[config.mk]
export PLATFORM = sky130hd
export DESIGN_NAME = core_seq_ctrl
export DESIGN_NICKNAME = d
export VERILOG_FILES = /design/src/rtl/core_pkg.sv /design/src/rtl/core_seq_ctrl_xmem_rd_gen.sv /design/src/rtl/core_seq_ctrl.sv
export SDC_FILE = /design/constraint.sdc
export NUM_CORES = 1
export LEC_CHECK = 0
export BUFFER_PORTS_ARGS = -buffer_cell sky130_fd_sc_hd__buf_2
export CAP_MARGIN = 5
export CORE_MARGIN = 8
export CORE_UTILIZATION = 59
export CTS_CLUSTER_SIZE = 12
export DETAILED_ROUTE_END_ITERATION = 16
export PLACE_DENSITY = 0.8
export SLEW_MARGIN = 10
export SYNTH_ARGS = -nofsm -noshare
export SYNTH_HDL_FRONTEND = slang
export SYNTH_HIERARCHICAL = 1
export SYNTH_SLANG_ARGS = --single-unit
[constraint.sdc]
create_clock -name clk -period 2.4 [get_ports clk]
set_input_delay 0.24 -clock clk [delete_from_list [all_inputs] [get_ports clk]]
set_output_delay 0.24 -clock clk [all_outputs]
set_load 0.05 [all_outputs]
[src/rtl/core_pkg.sv]
// Shared types and encodings for the systolic core sequencer.
package core_pkg;

    // Sequencer phases, in the order a tile walks through them.
    typedef enum logic [2:0] {
        ST_IDLE    = 3'd0,
        ST_W_FILL  = 3'd1,
        ST_W_LOAD  = 3'd2,
        ST_W_FLUSH = 3'd3,
        ST_A_FILL  = 3'd4,
        ST_EXEC    = 3'd5,
        ST_DRAIN   = 3'd6,
        ST_NEXT    = 3'd7
    } state_e;

    // Core instruction encodings driven on inst_w.
    localparam logic [1:0] INST_IDLE  = 2'b00;
    localparam logic [1:0] INST_KLOAD = 2'b01;
    localparam logic [1:0] INST_EXEC  = 2'b10;

    // Map a run-time count into 1..vmax: zero means one, oversize saturates.
    function automatic int unsigned cfg_clamp(input int unsigned v, input int unsigned vmax);
        if (v == 32'd0) begin
            return 32'd1;
        end else if (v > vmax) begin
            return vmax;
        end else begin
            return v;
        end
    endfunction

endpackage

[src/rtl/core_seq_ctrl_xmem_rd_gen.sv]
// Streams a run of xmem reads into L0: base/length load, stall on l0_full,
// and an l0_wr that trails each issued read by exactly one cycle.
module xmem_rd_gen
    import core_pkg::*;
#(
    parameter int XADDR_BW = 11,
    parameter int CNT_BW   = 4
) (
    input  logic                clk,
    input  logic                reset,
    input  logic                load,
    input  logic [XADDR_BW-1:0] base,
    input  logic [CNT_BW-1:0]   len,
    input  logic                l0_full,
    output logic                xmem_cen,
    output logic [XADDR_BW-1:0] xmem_addr,
    output logic                l0_wr,
    output logic                busy
);

    logic [XADDR_BW-1:0] base_r;
    logic [XADDR_BW-1:0] addr_r;
    logic [CNT_BW-1:0]   remain_r;
    logic                pend_r;
    logic                active_r;
    logic                wr_r;
    logic                issue_s;

    // The read strobe must see l0_full in the same cycle, so xmem_cen is
    // the only combinational output; everything it drives downstream is registered.
    assign issue_s   = active_r & ~l0_full;
    assign xmem_cen  = ~issue_s;
    assign xmem_addr = addr_r;
    assign l0_wr     = wr_r;
    assign busy      = pend_r | active_r;

    // Address/count walker; a new base is only applied on a non-full cycle so the address never moves under l0_full.
    always_ff @(posedge clk or negedge reset) begin
        if (!reset) begin
            base_r   <= {XADDR_BW{1'b0}};
            addr_r   <= {XADDR_BW{1'b0}};
            remain_r <= {CNT_BW{1'b0}};
            pend_r   <= 1'b0;
            active_r <= 1'b0;
            wr_r     <= 1'b0;
        end else begin
            wr_r <= issue_s;
            if (load) begin
                base_r   <= base;
                remain_r <= (len == {CNT_BW{1'b0}}) ? CNT_BW'(1) : len;
                pend_r   <= 1'b1;
                active_r <= 1'b0;
            end else if (pend_r) begin
                if (!l0_full) begin
                    addr_r   <= base_r;
                    pend_r   <= 1'b0;
                    active_r <= 1'b1;
                end else begin
                    pend_r   <= 1'b1;
                end
            end else if (issue_s) begin
                remain_r <= remain_r - CNT_BW'(1);
                if (remain_r == CNT_BW'(1)) begin
                    active_r <= 1'b0;
                end else begin
                    addr_r <= addr_r + XADDR_BW'(1);
                end
            end else begin
                addr_r <= addr_r;
            end
        end
    end

endmodule

[src/rtl/core_seq_ctrl.sv]
// Autonomous tile sequencer for the systolic core: weight fill, kernel load,
// flush, activation fill, execute and psum drain, repeated per tile with
// accumulation on later tiles and ReLU on the final one.
module core_seq_ctrl
    import core_pkg::*;
#(
    parameter int ROW      = 4,
    parameter int COL      = 4,
    parameter int LEN_MAX  = 8,
    parameter int TILE_MAX = 16,
    parameter int XADDR_BW = 11,
    parameter int PADDR_BW = 4,
    parameter int A_BASE   = 0,
    parameter int W_BASE   = 64
) (
    input  logic                            clk,
    input  logic                            reset,
    input  logic                            start,
    input  logic [$clog2(TILE_MAX+1)-1:0]   cfg_tiles,
    input  logic [$clog2(LEN_MAX+1)-1:0]    cfg_len,
    output logic                            busy,
    output logic                            done,
    output logic                            xmem_cen,
    output logic [XADDR_BW-1:0]             xmem_addr,
    input  logic                            l0_full,
    output logic                            l0_wr,
    output logic                            l0_rd,
    output logic [1:0]                      inst_w,
    output logic                            mode,
    input  logic                            o_valid,
    output logic                            ofifo_rd,
    output logic                            pmem_wen,
    output logic [PADDR_BW-1:0]             pmem_addr,
    output logic                            acc,
    output logic                            relu
);

    localparam int TILE_BW = $clog2(TILE_MAX + 1);
    localparam int LEN_BW  = $clog2(LEN_MAX + 1);
    localparam int MAX_A   = (ROW > COL) ? ROW : COL;
    localparam int MAX_CNT = (MAX_A > LEN_MAX) ? MAX_A : LEN_MAX;
    localparam int CNT_BW  = $clog2(MAX_CNT + 1);

    state_e              state_r;
    logic [TILE_BW-1:0]  tiles_r;
    logic [TILE_BW-1:0]  tile_r;
    logic [LEN_BW-1:0]   len_r;
    logic [CNT_BW-1:0]   cnt_r;
    logic [PADDR_BW-1:0] row_r;
    logic                busy_r;
    logic                done_r;
    logic                l0_rd_r;
    logic                mode_r;
    logic [1:0]          inst_w_r;
    logic                ld_r;

    logic                last_tile_s;
    logic                drain_wr_s;
    logic [XADDR_BW-1:0] ld_base_s;
    logic [CNT_BW-1:0]   ld_len_s;
    logic                gen_busy_s;

    assign last_tile_s = (tile_r == (tiles_r - TILE_BW'(1)));
    assign drain_wr_s  = (state_r == ST_DRAIN) & o_valid;

    // Weight fills target this tile's ROW-deep slice; activation fills always start at A_BASE.
    assign ld_base_s = (state_r == ST_W_FILL)
                     ? (XADDR_BW'(W_BASE) + XADDR_BW'(tile_r) * XADDR_BW'(ROW))
                     : XADDR_BW'(A_BASE);
    assign ld_len_s  = (state_r == ST_W_FILL) ? CNT_BW'(ROW) : CNT_BW'(len_r);

    xmem_rd_gen #(
        .XADDR_BW (XADDR_BW),
        .CNT_BW   (CNT_BW)
    ) u_rd_gen (
        .clk       (clk),
        .reset     (reset),
        .load      (ld_r),
        .base      (ld_base_s),
        .len       (ld_len_s),
        .l0_full   (l0_full),
        .xmem_cen  (xmem_cen),
        .xmem_addr (xmem_addr),
        .l0_wr     (l0_wr),
        .busy      (gen_busy_s)
    );

    assign busy      = busy_r;
    assign done      = done_r;
    assign l0_rd     = l0_rd_r;
    assign inst_w    = inst_w_r;
    assign mode      = mode_r;
    assign pmem_addr = row_r;
    // Drain handshake follows o_valid directly so no ofifo row is missed.
    assign ofifo_rd  = drain_wr_s;
    assign pmem_wen  = drain_wr_s;
    assign acc       = drain_wr_s & (tile_r != {TILE_BW{1'b0}});
    assign relu      = drain_wr_s & last_tile_s;

    // Main tile sequencer; control outputs are registered alongside the state they belong to.
    always_ff @(posedge clk or negedge reset) begin
        if (!reset) begin
            state_r  <= ST_IDLE;
            tiles_r  <= {TILE_BW{1'b0}};
            tile_r   <= {TILE_BW{1'b0}};
            len_r    <= {LEN_BW{1'b0}};
            cnt_r    <= {CNT_BW{1'b0}};
            row_r    <= {PADDR_BW{1'b0}};
            busy_r   <= 1'b0;
            done_r   <= 1'b0;
            l0_rd_r  <= 1'b0;
            mode_r   <= 1'b0;
            inst_w_r <= INST_IDLE;
            ld_r     <= 1'b0;
        end else begin
            ld_r   <= 1'b0;
            done_r <= 1'b0;
            case (state_r)
                ST_IDLE: begin
                    if (start) begin
                        tiles_r <= TILE_BW'(cfg_clamp(32'(cfg_tiles), 32'(TILE_MAX)));
                        len_r   <= LEN_BW'(cfg_clamp(32'(cfg_len), 32'(LEN_MAX)));
                        tile_r  <= {TILE_BW{1'b0}};
                        busy_r  <= 1'b1;
                        ld_r    <= 1'b1;
                        state_r <= ST_W_FILL;
                    end else begin
                        busy_r  <= 1'b0;
                    end
                end
                ST_W_FILL: begin
                    // Leaving one cycle after the last issue lets its l0_wr land first.
                    if (!ld_r && !gen_busy_s) begin
                        l0_rd_r  <= 1'b1;
                        inst_w_r <= INST_KLOAD;
                        mode_r   <= 1'b0;
                        cnt_r    <= {CNT_BW{1'b0}};
                        state_r  <= ST_W_LOAD;
                    end else begin
                        state_r  <= ST_W_FILL;
                    end
                end
                ST_W_LOAD: begin
                    if (cnt_r == CNT_BW'(ROW - 1)) begin
                        l0_rd_r  <= 1'b0;
                        inst_w_r <= INST_IDLE;
                        cnt_r    <= {CNT_BW{1'b0}};
                        state_r  <= ST_W_FLUSH;
                    end else begin
                        cnt_r    <= cnt_r + CNT_BW'(1);
                    end
                end
                ST_W_FLUSH: begin
                    if (cnt_r == CNT_BW'(COL - 1)) begin
                        cnt_r   <= {CNT_BW{1'b0}};
                        ld_r    <= 1'b1;
                        state_r <= ST_A_FILL;
                    end else begin
                        cnt_r   <= cnt_r + CNT_BW'(1);
                    end
                end
                ST_A_FILL: begin
                    if (!ld_r && !gen_busy_s) begin
                        l0_rd_r  <= 1'b1;
                        inst_w_r <= INST_EXEC;
                        mode_r   <= 1'b1;
                        cnt_r    <= {CNT_BW{1'b0}};
                        state_r  <= ST_EXEC;
                    end else begin
                        state_r  <= ST_A_FILL;
                    end
                end
                ST_EXEC: begin
                    if (cnt_r == (CNT_BW'(len_r) - CNT_BW'(1))) begin
                        l0_rd_r  <= 1'b0;
                        inst_w_r <= INST_IDLE;
                        mode_r   <= 1'b0;
                        cnt_r    <= {CNT_BW{1'b0}};
                        row_r    <= {PADDR_BW{1'b0}};
                        state_r  <= ST_DRAIN;
                    end else begin
                        cnt_r    <= cnt_r + CNT_BW'(1);
                    end
                end
                ST_DRAIN: begin
                    // No timeout: the drain simply waits for each o_valid.
                    if (o_valid) begin
                        if (row_r == (PADDR_BW'(len_r) - PADDR_BW'(1))) begin
                            row_r   <= {PADDR_BW{1'b0}};
                            state_r <= ST_NEXT;
                            if (last_tile_s) begin
                                done_r <= 1'b1;
                                busy_r <= 1'b0;
                            end else begin
                                done_r <= 1'b0;
                            end
                        end else begin
                            row_r <= row_r + PADDR_BW'(1);
                        end
                    end else begin
                        row_r <= row_r;
                    end
                end
                ST_NEXT: begin
                    if (last_tile_s) begin
                        state_r <= ST_IDLE;
                    end else begin
                        tile_r  <= tile_r + TILE_BW'(1);
                        ld_r    <= 1'b1;
                        state_r <= ST_W_FILL;
                    end
                end
                default: begin
                    state_r  <= ST_IDLE;
                    busy_r   <= 1'b0;
                    l0_rd_r  <= 1'b0;
                    mode_r   <= 1'b0;
                    inst_w_r <= INST_IDLE;
                end
            endcase
        end
    end

endmodule

# ---- Word-level counts from Yosys, hierarchy flattened
# Index checks and enable logic that the tools add are counted.
dict set report totals {
  regBits 61
  latch_bits 0
  ramBits 0
  rom_bits 0
  out_inout_bits 27
  wordCells 162
  n_memories 0
}
dict set report op_classes {
  n_addsub 8
  n_mul 0
  div_mod_pow 0
  magnitude_cmp 2
  n_eq_ne 27
  shifts 0
  muxes 66
  bitwise 8
  reduce_logical 33
}
# op n
set op_table {}
lappend op_table {{4-bit two-way mux} 13}
lappend op_table {{11-bit two-way mux} 4}
lappend op_table {{1-bit two-way mux} 24}
lappend op_table {{3-bit one-hot mux with 8 select lines} 1}
lappend op_table {{5-bit two-way mux} 4}
lappend op_table {{2-bit != test, second input constant} 10}
lappend op_table {{3-bit two-way mux} 6}
lappend op_table {{4-bit AND reduction} 4}
lappend op_table {{3-bit nonzero test} 5}
lappend op_table {{3-bit equality test, second input constant} 4}
lappend op_table {{4-bit one-hot mux with 3 select lines} 1}
lappend op_table {{11-bit by 1-bit adder with 11-bit output, second input constant} 1}
lappend op_table {{2-bit two-way mux} 5}
lappend op_table {{5-bit one-hot mux with 2 select lines} 1}
lappend op_table {{2-bit nonzero test} 5}
lappend op_table {{1-bit one-hot mux with 3 select lines} 3}
lappend op_table {{3-bit AND reduction} 3}
lappend op_table {{4-bit by 1-bit adder with 4-bit output, second input constant} 2}
lappend op_table {{7-bit by 7-bit adder with 8-bit output, first input constant} 1}
lappend op_table {{4-bit equality test} 2}
lappend op_table {{4-bit logical NOT} 2}
lappend op_table {{8-bit two-way mux} 1}
lappend op_table {{2-bit by 1-bit != test with 1-bit output, second input constant} 4}
lappend op_table {{2-bit one-hot mux with 4 select lines} 1}
lappend op_table {{26 further kinds} 37}

# ---- Longest topological paths before layout
# Gate-level depths: netlist of the first run.
dict set report logic_depth {
  depth_word 6
  depth_mapped 8
  depth_no_buf 7
}

# ---- Cells and area by module
# The synthesis of the first run kept the hierarchy.
# mod instances cells_per_inst area_each_um2
set modules_own_cells {}
lappend modules_own_cells {core_seq_ctrl 1 237 2114.5}
lappend modules_own_cells {xmem_rd_gen 1 146 1534.0}

# ---- Least setup slack after synthesis of the first run
# No wires, ideal clock.
dict set report synth_timing {
  kind {register to output}
  startpoint {register tiles_r[0]}
  endpoint {output port relu}
  arrival_ns 1.982
  required_time_ns 2.160
  path_slack_ns 0.178
  stages_incl_launch_ff 7
  cell_sequence {dfrtp_1 > inv_1 > ha_1 > xnor2_1 > a211oi_2 > o311ai_4 > nor2_1}
}
dict set report synth_via {
  elab_chain_len 3
}
# element line_no
set synth_rtl {}
lappend synth_rtl {{from (decl)} core_seq_ctrl.sv:45} ;# logic [TILE_BW-1:0] tiles_r;
lappend synth_rtl {{from (signal assigned)} core_seq_ctrl.sv:104} ;# tiles_r <= {TILE_BW{1'b0}};
lappend synth_rtl {{from (signal assigned)} core_seq_ctrl.sv:121} ;# tiles_r <= TILE_BW'(cfg_clamp(32'(cfg_tiles), 32'(TILE_MAX)));
lappend synth_rtl {{5-bit by 1-bit subtractor with 5-bit output} core_seq_ctrl.sv:63} ;# assign last_tile_s = (tile_r == (tiles_r - TILE_BW'(1)));
lappend synth_rtl {{5-bit equality test} core_seq_ctrl.sv:63}
lappend synth_rtl {{1-bit bitwise AND} core_seq_ctrl.sv:98} ;# assign relu = drain_wr_s & last_tile_s;
lappend synth_rtl {{to (decl)} core_seq_ctrl.sv:35} ;# output logic relu
# No other way between the ends.

# ---- Final worst setup path of the first run
# Ends and elaborated chain as after synthesis.

==> results summary, run 1 <==
After global routing, the most crowded layer is met2. The area added between synthesis and finish is 17.08%. The sequential cell area came out at roughly 1500 um^2.

The timing-limited maximum frequency came out at 433.6 MHz. The final routed wire length divided by cell count came out at 16.09 um. The number of violations reported at the end of detailed-routing iteration 0 came out at 228. The clock power share is 0.170. Traced cell by cell, the critical path runs through inv_1 -> ha_1 -> xnor2_1 -> a211oi_2 -> o311ai_4 -> nor2_1 -> buf_6.

The mean number of vias per cell is 5.963. The count of fill cells added during filler insertion came out at 450. The source of the worst hold timing path is cfg_len[3]. The switching power came out at 0.002812 W. Routability-driven placement finished with a final weighted congestion of around 0.86. The setup TNS after final layout is 0 ns.

The count of nets left with antenna violations after detail routing came out at 0. The area of the core region came out at approximately 6000 um^2. The class of the worst hold path is input port to register. The area of combinational cells with multiple inputs came out at a little over 2000 um^2.

The flow ran to the end, and the final reports show no timing, DRC or antenna violations. The share of total power in sequential cells came out at 0.312. The switching power share of the total is 0.4606. TritonCTS built the clock tree. The number of unique standard cell types used by synthesis is 70. The worst register-to-register path begins at len_r[0]$_DFFE_PN0P_. In the final layout, the share of cells above drive strength 1 is 0.2534. The die span in x is 94.64 um. For this run, the total global-route usage over all layers was measured as 0.1919.

The number of warnings printed during yosys synthesis came out at 6. The placed wire-length estimate came out at about 6 mm. The buffer depth of the longest clock path came out at 2. The final layout contains 460 nets. The setup violation total in the final timing report is 0.

The design area came out at around 4300 um^2. The count of input and output buffers is 40. The wire length after detailed routing came out at 8.317 mm. The I/O pin count came out at 41. The worst IR drop on VDD is around 0.77 mV. The number of sinks driven by the clock tree came out at 61. The clock tree root buffer cell is sky130_fd_sc_hd__clkbuf_8. The data required time of the critical path came out at ~2.2 ns. The data arrival time of the critical path came out at approximately 2.1 ns. STA classifies the critical path startpoint as a register. The total overflow left after global routing is 0. The worst-case headroom to the max-slew limit came out at 0.5948. The hold violation count in the final report came out at 0. The overall power consumption came out at 0.006105 W.

The via count came out at ~3100. The number of buffers inserted during clock tree synthesis came out at 9. The critical-path maximum fanout came out at 5. For this configuration, the core starts out at a cell density of 0.6126. The post-placement cell area came out at 3968 um^2.

For met2 alone, demand over resource in global routing was 0.3065. In this run the worst setup path begins at tiles_r[0]$_DFFE_PN0P_. Row generation in the floorplan step produced 28 rows. The mean instance size in the synthesized netlist is about 9.5 um^2. For met1 alone, demand over resource in global routing was 0.2511. The clock latency on the worst-skew pair came out at ~0.33 ns.

The maximum number of pins on one net before global-route repair came out at 38. Dividing the final minimum period by the clock period gives 0.9609. The share of flip-flops with an asynchronous set or reset is 1.000. The area of the mapped netlist came out at around 3600 um^2. The count of TritonRoute iterations in the first routing pass is 6.

The internal power of the cells totals between 0.003 and 0.004 W. The remaining design rule violation count came out at 0. The die covers 8956 um^2. The maximum cell stage delay along the critical path is ~0.37 ns. The critical path in this run is classified as register to output port. The antenna diode instance count came out at 0. The max-cap violation count came out at 0.

The number of global-route vias before repair is just under 3000. The number of synthesized flops with an enable pin is 0. The cell leakage power came out at 1.993 nW. The cell with the largest stage delay on the worst path is sky130_fd_sc_hd__dfrtp_1.

Between clock sinks in the finished design, the worst skew comes to 0.006216 ns. The count of final max-slew check failures came out at 0. The number of standard cells after synthesis is about 380. The sequential fraction of the synthesis area came out at 0.4184. On the final layout, the worst hold slack is 0.1214 ns. The clock-pin transition on the worst setup and hold timing paths is around 0.070 ns. The height of the die came out at 94.64 um. Among all flip-flop cells after synthesis, the most frequent one is sky130_fd_sc_hd__dfrtp_1. The buffering stage count on the worst path with inverters included is 2. The met3 track demand over resource came out at 0.04365. The type of element capturing the critical path is an output port. Once layout is complete, the utilization of the core stands at 0.7172. The worst path in the final design needs a cycle of between 2 and 2.5 ns, including I/O delays and setup. The number of levels the H-tree was split into is 3. The power density relative to cell area is 1429 nW/um^2. The number of storage elements in the synthesis netlist is 61. The kind of cell with the highest combined delay on the critical path is compound AO/OA/AOI/OAI gates. The initial antenna violation count is 0.

The first-pass GRT wire length came out at ~14 mm. The worst-margin pin slew came out at 0.6078 ns. The power share of the combinational group came out at 0.518.
-- Yosys cell counts, types with 6 or more instances --
| master | instances | area (um^2) |
|---|---|---|
| sky130_fd_sc_hd__dfrtp_1 | 61 | 1526 |
| sky130_fd_sc_hd__nand2_1 | 38 | 142.6 |
| sky130_fd_sc_hd__nor2_1 | 31 | 116.4 |
| sky130_fd_sc_hd__o21ai_0 | 31 | 155.2 |
| sky130_fd_sc_hd__mux2_2 | 14 | 157.7 |
| sky130_fd_sc_hd__nand3_1 | 14 | 70.07 |
| sky130_fd_sc_hd__nor3_1 | 13 | 65.06 |
| sky130_fd_sc_hd__xnor2_1 | 13 | 113.9 |
| sky130_fd_sc_hd__inv_1 | 11 | 41.29 |
| sky130_fd_sc_hd__nor2b_1 | 10 | 62.56 |
| sky130_fd_sc_hd__and3_1 | 9 | 56.30 |
| sky130_fd_sc_hd__clkbuf_1 | 9 | 33.78 |
| sky130_fd_sc_hd__ha_1 | 9 | 112.6 |
| sky130_fd_sc_hd__mux2i_1 | 9 | 90.09 |
| sky130_fd_sc_hd__nand2b_1 | 7 | 43.79 |
| sky130_fd_sc_hd__xor2_1 | 6 | 52.55 |
-- cell families after synthesis --
kind of cell / count (synthesis) / synth area share
AOI/OAI and AO/OA: 78 / 0.1588
xor gates and xnor gates: 20 / 0.05007
adders and majority gates: 10 / 0.03361
buffers and inverters: 29 / 0.03429
DFF: 61 / 0.4184
muxes: 23 / 0.06790
other: 1 / 0.001028
and+or+nand+nor: 161 / 0.2359
-- repair_timing --
action                                  4_1_cts  5_1_grt
endpoints found under the setup margin        1        2
cloned                                        0        1
setup buffers                                 0        5
hold buffers                                  1        0
resized for setup                             1        3
pin swaps                                     0        3
hold endpoints to repair                     24        0
-- flip-flops by register name, indices dropped and copies added, names as in the netlist --
| register | flops |
|---|---|
| l0_rd | 1 |
| inst_w | 2 |
| mode | 1 |
| done | 1 |
| len_r | 4 |
| tiles_r | 5 |
| busy | 1 |
| ld_r | 1 |
| u_rd_gen/l0_wr | 1 |
| u_rd_gen/pend_r | 1 |
| u_rd_gen/base_r | 11 |
| u_rd_gen/xmem_addr | 11 |
| tile_r | 5 |
| u_rd_gen/remain_r | 4 |
| state_r | 3 |
| cnt_r | 4 |
| u_rd_gen/active_r | 1 |
| pmem_addr | 4 |
-- cell usage in the layout (no fill, tap or decap), types with 7 or more instances in the layout --
master | Yosys | routed
sky130_fd_sc_hd__inv_1 | 11 | 11
sky130_fd_sc_hd__nor2b_1 | 10 | 10
sky130_fd_sc_hd__ha_1 | 9 | 9
sky130_fd_sc_hd__buf_4 | 1 | 14
sky130_fd_sc_hd__nor2_1 | 31 | 31
sky130_fd_sc_hd__mux2_2 | 14 | 14
sky130_fd_sc_hd__buf_2 | 4 | 39
sky130_fd_sc_hd__mux2i_1 | 9 | 9
sky130_fd_sc_hd__nand2_1 | 38 | 38
sky130_fd_sc_hd__dfrtp_1 | 61 | 61
sky130_fd_sc_hd__and3_1 | 9 | 9
sky130_fd_sc_hd__xnor2_1 | 13 | 13
sky130_fd_sc_hd__nand3_1 | 14 | 14
sky130_fd_sc_hd__clkbuf_8 | 0 | 11
sky130_fd_sc_hd__o21ai_0 | 31 | 31
sky130_fd_sc_hd__nor3_1 | 13 | 13
sky130_fd_sc_hd__nand2b_1 | 7 | 7
-- final timing paths --
kind	to	slack, ns	depth (start not counted)
setup / recovery	relu	0.09	7
hold / removal	len_r[0]$_DFFE_PN0P_	0.12	2
setup reg to reg	pmem_addr[3]$_DFFE_PN0P_	0.15	7
hold reg to reg	tiles_r[4]$_DFFE_PN0P_	0.50	2
max in group asynchronous	u_rd_gen/base_r[1]$_DFFE_PN0P_	1.35	3
min in group asynchronous	mode$_DFFE_PN0P_	0.44	2
-- area by class of cell --
| type | count | area share |
|---|---|---|
| multi-input cells | 298 | 0.4783 |
| flip-flops and latches | 61 | 0.3574 |
| repair buffers | 56 | 0.07996 |
| clock buffers | 12 | 0.03632 |
| well taps | 75 | 0.02197 |
| clock inverters | 4 | 0.01640 |
| inverters | 11 | 0.009666 |
-- power groups by stage --
stage	logic (W)	registers (W)	clock network [W]
floorplan	0.00202	0.00219	0
global placement	0.00291	0.00189	0
detailed placement	0.00301	0.00191	0
CTS	0.00304	0.00189	0.00105
global route	0.00348	0.00197	0.00109
finish	0.00316	0.00191	0.00104
-- per-layer routing --
metal  wire (um)  part of all wire
met1        3825              0.46
met2        3985              0.48
met3         424             0.051
met4          81            0.0097
met5           0                 0
-- metrics by stage --
step / worst slack [ns] / cells
finish: 0.09388 / 517
global route: -0.01013 / 517
CTS: 0.03700 / 511
detailed placement: 0.1852 / 494
global placement: 0.3210 / 494
floorplan: 0.1782 / 387
Power figures use the tool's default switching activity.
==> run 2: changes to the inputs <==
Settings changed: CORE_UTILIZATION 59 to 28, PLACE_DENSITY 0.8 to default.
==> run 2 against run 1 <==
  * Clock power rose by 30%
  * Highest routed layer unchanged
  * Largest cell class unchanged
  * Worst setup slack improved by 0.041 ns
  * Largest power group unchanged
  * Non-clock buffer count fell by 5
  * Critical endpoint unchanged
  * Utilization fell by 37 points
  * Sequential cell count did not move
  * Critical path type unchanged
  * Register-to-register slack barely moved
  * Hold slack improved by 0.0059 ns
  * Clock skew rose by 0.0020 ns
  * Sequential share of layout area fell by 1.2 points
==> results summary, run 2 (synthesis gave the netlist of run 1 again) <==
The worst flop-to-flop path endpoint is pmem_addr[3]$_DFFE_PN0P_. The worst setup path is launched from a register. The post-place setup slack came out at 0.1588 ns (-0.02634 ns). The number of levels the H-tree was split into came out at 3 (unchanged). The initial antenna violation count is 0 (unchanged). The number of rows in the core area came out at 41 (+46%). The area of the core region came out at 12670 um^2 (+110%). The mean number of vias per cell is 4.883 (-18%). The worst IR drop on VDD was 0.5415 mV (-29%). Relative to the synthesized area, the layout overhead comes to 21.26%. The final clock period utilization by the worst path is 0.9439 (-0.01694).

The antenna diode instance count came out at 0 (unchanged). The first-pass GRT wire length is 14.68 mm (+6.5%). The area of the die is 16940 um^2 (+89%). The clock latency on the worst-skew pair is 0.33 ns (about the same).

The die span in x came out at 130.2 um (+38%). The maximum cell stage delay along the critical path came out at 0.38 ns (about the same). The placed wire-length estimate is 6.344 mm (+7.6%).

The number of sinks driven by the clock tree is 61 (unchanged). The setup TNS after final layout is 0 ns (unchanged). The effective utilization at floorplan came to 0.2879 (-0.3247). The sum of overflow across all layers after global routing came to 0 (unchanged). The class of the worst hold path is input port to register. The final routed wire length divided by cell count is 14.50 um (-9.9%). The hold-critical path depth is 2 (unchanged).

The largest individual stage delay along the critical path comes from the cell sky130_fd_sc_hd__dfrtp_1. Walking the worst path, the cells encountered are inv_1 -> ha_1 -> xnor2_1 -> a211oi_2 -> o311ai_4 -> nor2_1 -> buf_6. The setup violation total in the final timing report came out at 0 (unchanged). The buffer depth of the longest clock path is 2 (unchanged).

The data required time of the critical path came out at 2.16 ns (about the same). The cell leakage power is 2.004 nW (+0.55%). The count of input and output buffers came out at 40 (unchanged). The worst-case headroom to the max-slew limit came out at 0.6258 (+0.03103).

The worst setup path is captured at an output port. The critical-path maximum fanout came to 3 (-2). The buffering stage count on the worst path with inverters included is 2 (unchanged). The number of global-route vias before repair came out at 2964 (+1.3%). The number of cells on the worst reg-to-reg path is 7 (unchanged).

The hold violation count in the final report is 0 (unchanged). The worst flop-to-flop path startpoint is len_r[0]$_DFFE_PN0P_. The layout net count is 454 (-1.3%). The clock tree skew after final layout came out at 0.008193 ns (+0.001977 ns). The flow ran to the end, and the final reports show no timing, DRC or antenna violations. The combined global-route utilization of all metal layers came out at 0.1104 (-0.08153). TritonCTS built the clock tree. The I/O pin count was 41 (unchanged). The maximum number of pins on one net before global-route repair is 41 (+7.9%). The final RePlAce weighted congestion came to 0.7722 (-10%). The count of final max-slew check failures is 0 (unchanged).

In this run the clock root is driven by a sky130_fd_sc_hd__clkbuf_16. The number of buffers inserted during clock tree synthesis came out at 9 (unchanged). The power density relative to cell area came out at 1424 nW/um^2 (-0.39%). The time the worst path needs with I/O delays and setup is 2.265 ns (-0.04066 ns). The worst-margin pin slew was 0.5613 ns (-0.04655 ns). The critical path class is register to output port.

The clock-pin transition on the worst setup and hold timing paths was 0.05 ns (-0.02 ns). Leaving out fill and tap cells, the most frequent cells in the layout are 61 x sky130_fd_sc_hd__dfrtp_1, 39 x sky130_fd_sc_hd__buf_2, 38 x sky130_fd_sc_hd__nand2_1. The remaining design rule violation count came out at 0 (unchanged).

The via count came out at 2969 (-3.7%). The worst path setup slack after routing came out at 0.1345 ns (+0.04066 ns). The max-cap violation count came out at 0 (unchanged). For hold timing, the worst endpoint is len_r[0]$_DFFE_PN0P_. The register-to-register setup slack came to 0.16 ns (about the same).

The data arrival time of the critical path was 2.03 ns (-0.04 ns). Setup repair after global routing left no endpoint under its margin. The fraction of final layout cells sized beyond drive strength 1 came out at 0.2431 (-0.01027).

The count of nets left with antenna violations after detail routing came to 0 (unchanged). Leaving out fill and tap cells, the most frequent cell in the layout is sky130_fd_sc_hd__dfrtp_1. The height of the die came out at 130.2 um (+38%). The kind of cell with the highest combined delay on the critical path is compound AO/OA/AOI/OAI gates.

The count of TritonRoute iterations in the first routing pass came to 4 (-2). The number of violations reported at the end of detailed-routing iteration 0 came to 174 (-24%). The wire length after detailed routing was 8.816 mm (+6.0%). The source of the worst hold timing path is cfg_len[3]. The timing-limited maximum frequency came to 441.4 MHz (+1.8%).
run 2: metal layers:
| metal | global-route usage | wire length, um |
|---|---|---|
| met5 | 0 | 0 |
| met4 | 0.03893 | 127 |
| met3 | 0.03142 | 360 |
| met2 | 0.1755 | 4112 |
| met1 | 0.1401 | 4215 |
run 2: layout make-up:
cell class / count / area, um^2
timing repair buffer: 51 / 304.0
sequential: 61 / 1526
inverter: 11 / 41.29
multi-input combinational: 297 / 2024
fill: 1302 / 8247
clock inverter: 3 / 42.54
tap: 172 / 215.2
clock buffer: 13 / 270.3
run 2: repair_timing:
| item | CTS | global route |
|---|---|---|
| pin swaps | 1 | 1 |
| setup buffers | 1 | 0 |
| setup endpoints to repair | 1 | 2 |
| resized for setup | 1 | 3 |
| endpoints found under the hold margin | 21 | 0 |
| hold buffers | 1 | 0 |
run 2: where the power goes:
part	internal, W	total (W)	switching [W]
registers	0.00143	0.00190	0.000473
logic	0.00118	0.00305	0.00187
clock network	0.000887	0.00135	0.000462
run 2: how the worst max path moves through the flow:
stage,cells after the start,slack (ns),startpoint,end
3_5_place_dp,7,0.16,len_r[0]$_DFFE_PN0P_,pmem_addr[3]$_DFFE_PN0P_
3_3_place_gp,7,0.32,len_r[0]$_DFFE_PN0P_,pmem_addr[3]$_DFFE_PN0P_
5_1_grt,7,0.005,len_r[0]$_DFFE_PN0P_,cnt_r[2]$_DFFE_PN0P_
4_1_cts,7,0.09,tiles_r[0]$_DFFE_PN0P_,relu
6_report,7,0.13,tiles_r[0]$_DFFE_PN0P_,relu
2_1_floorplan,6,0.18,tiles_r[0]$_DFFE_PN0P_,relu
run 2: metrics by stage:
stage / total power [W] / util / cells / hold slack, ns / cell area, um^2
after floorplan: 0.004211 / - / 387 / -0.05559 / 3664
after global placement: 0.004839 / 0.3221 / 590 / 0.2598 / 4081
after detailed placement: 0.004943 / 0.3221 / 590 / 0.2683 / 4081
after CTS: 0.006334 / 0.3484 / 608 / 0.1138 / 4414
after global routing: 0.006757 / 0.3492 / 608 / 0.1368 / 4424
final: 0.006298 / 0.3492 / 608 / 0.1273 / 4424
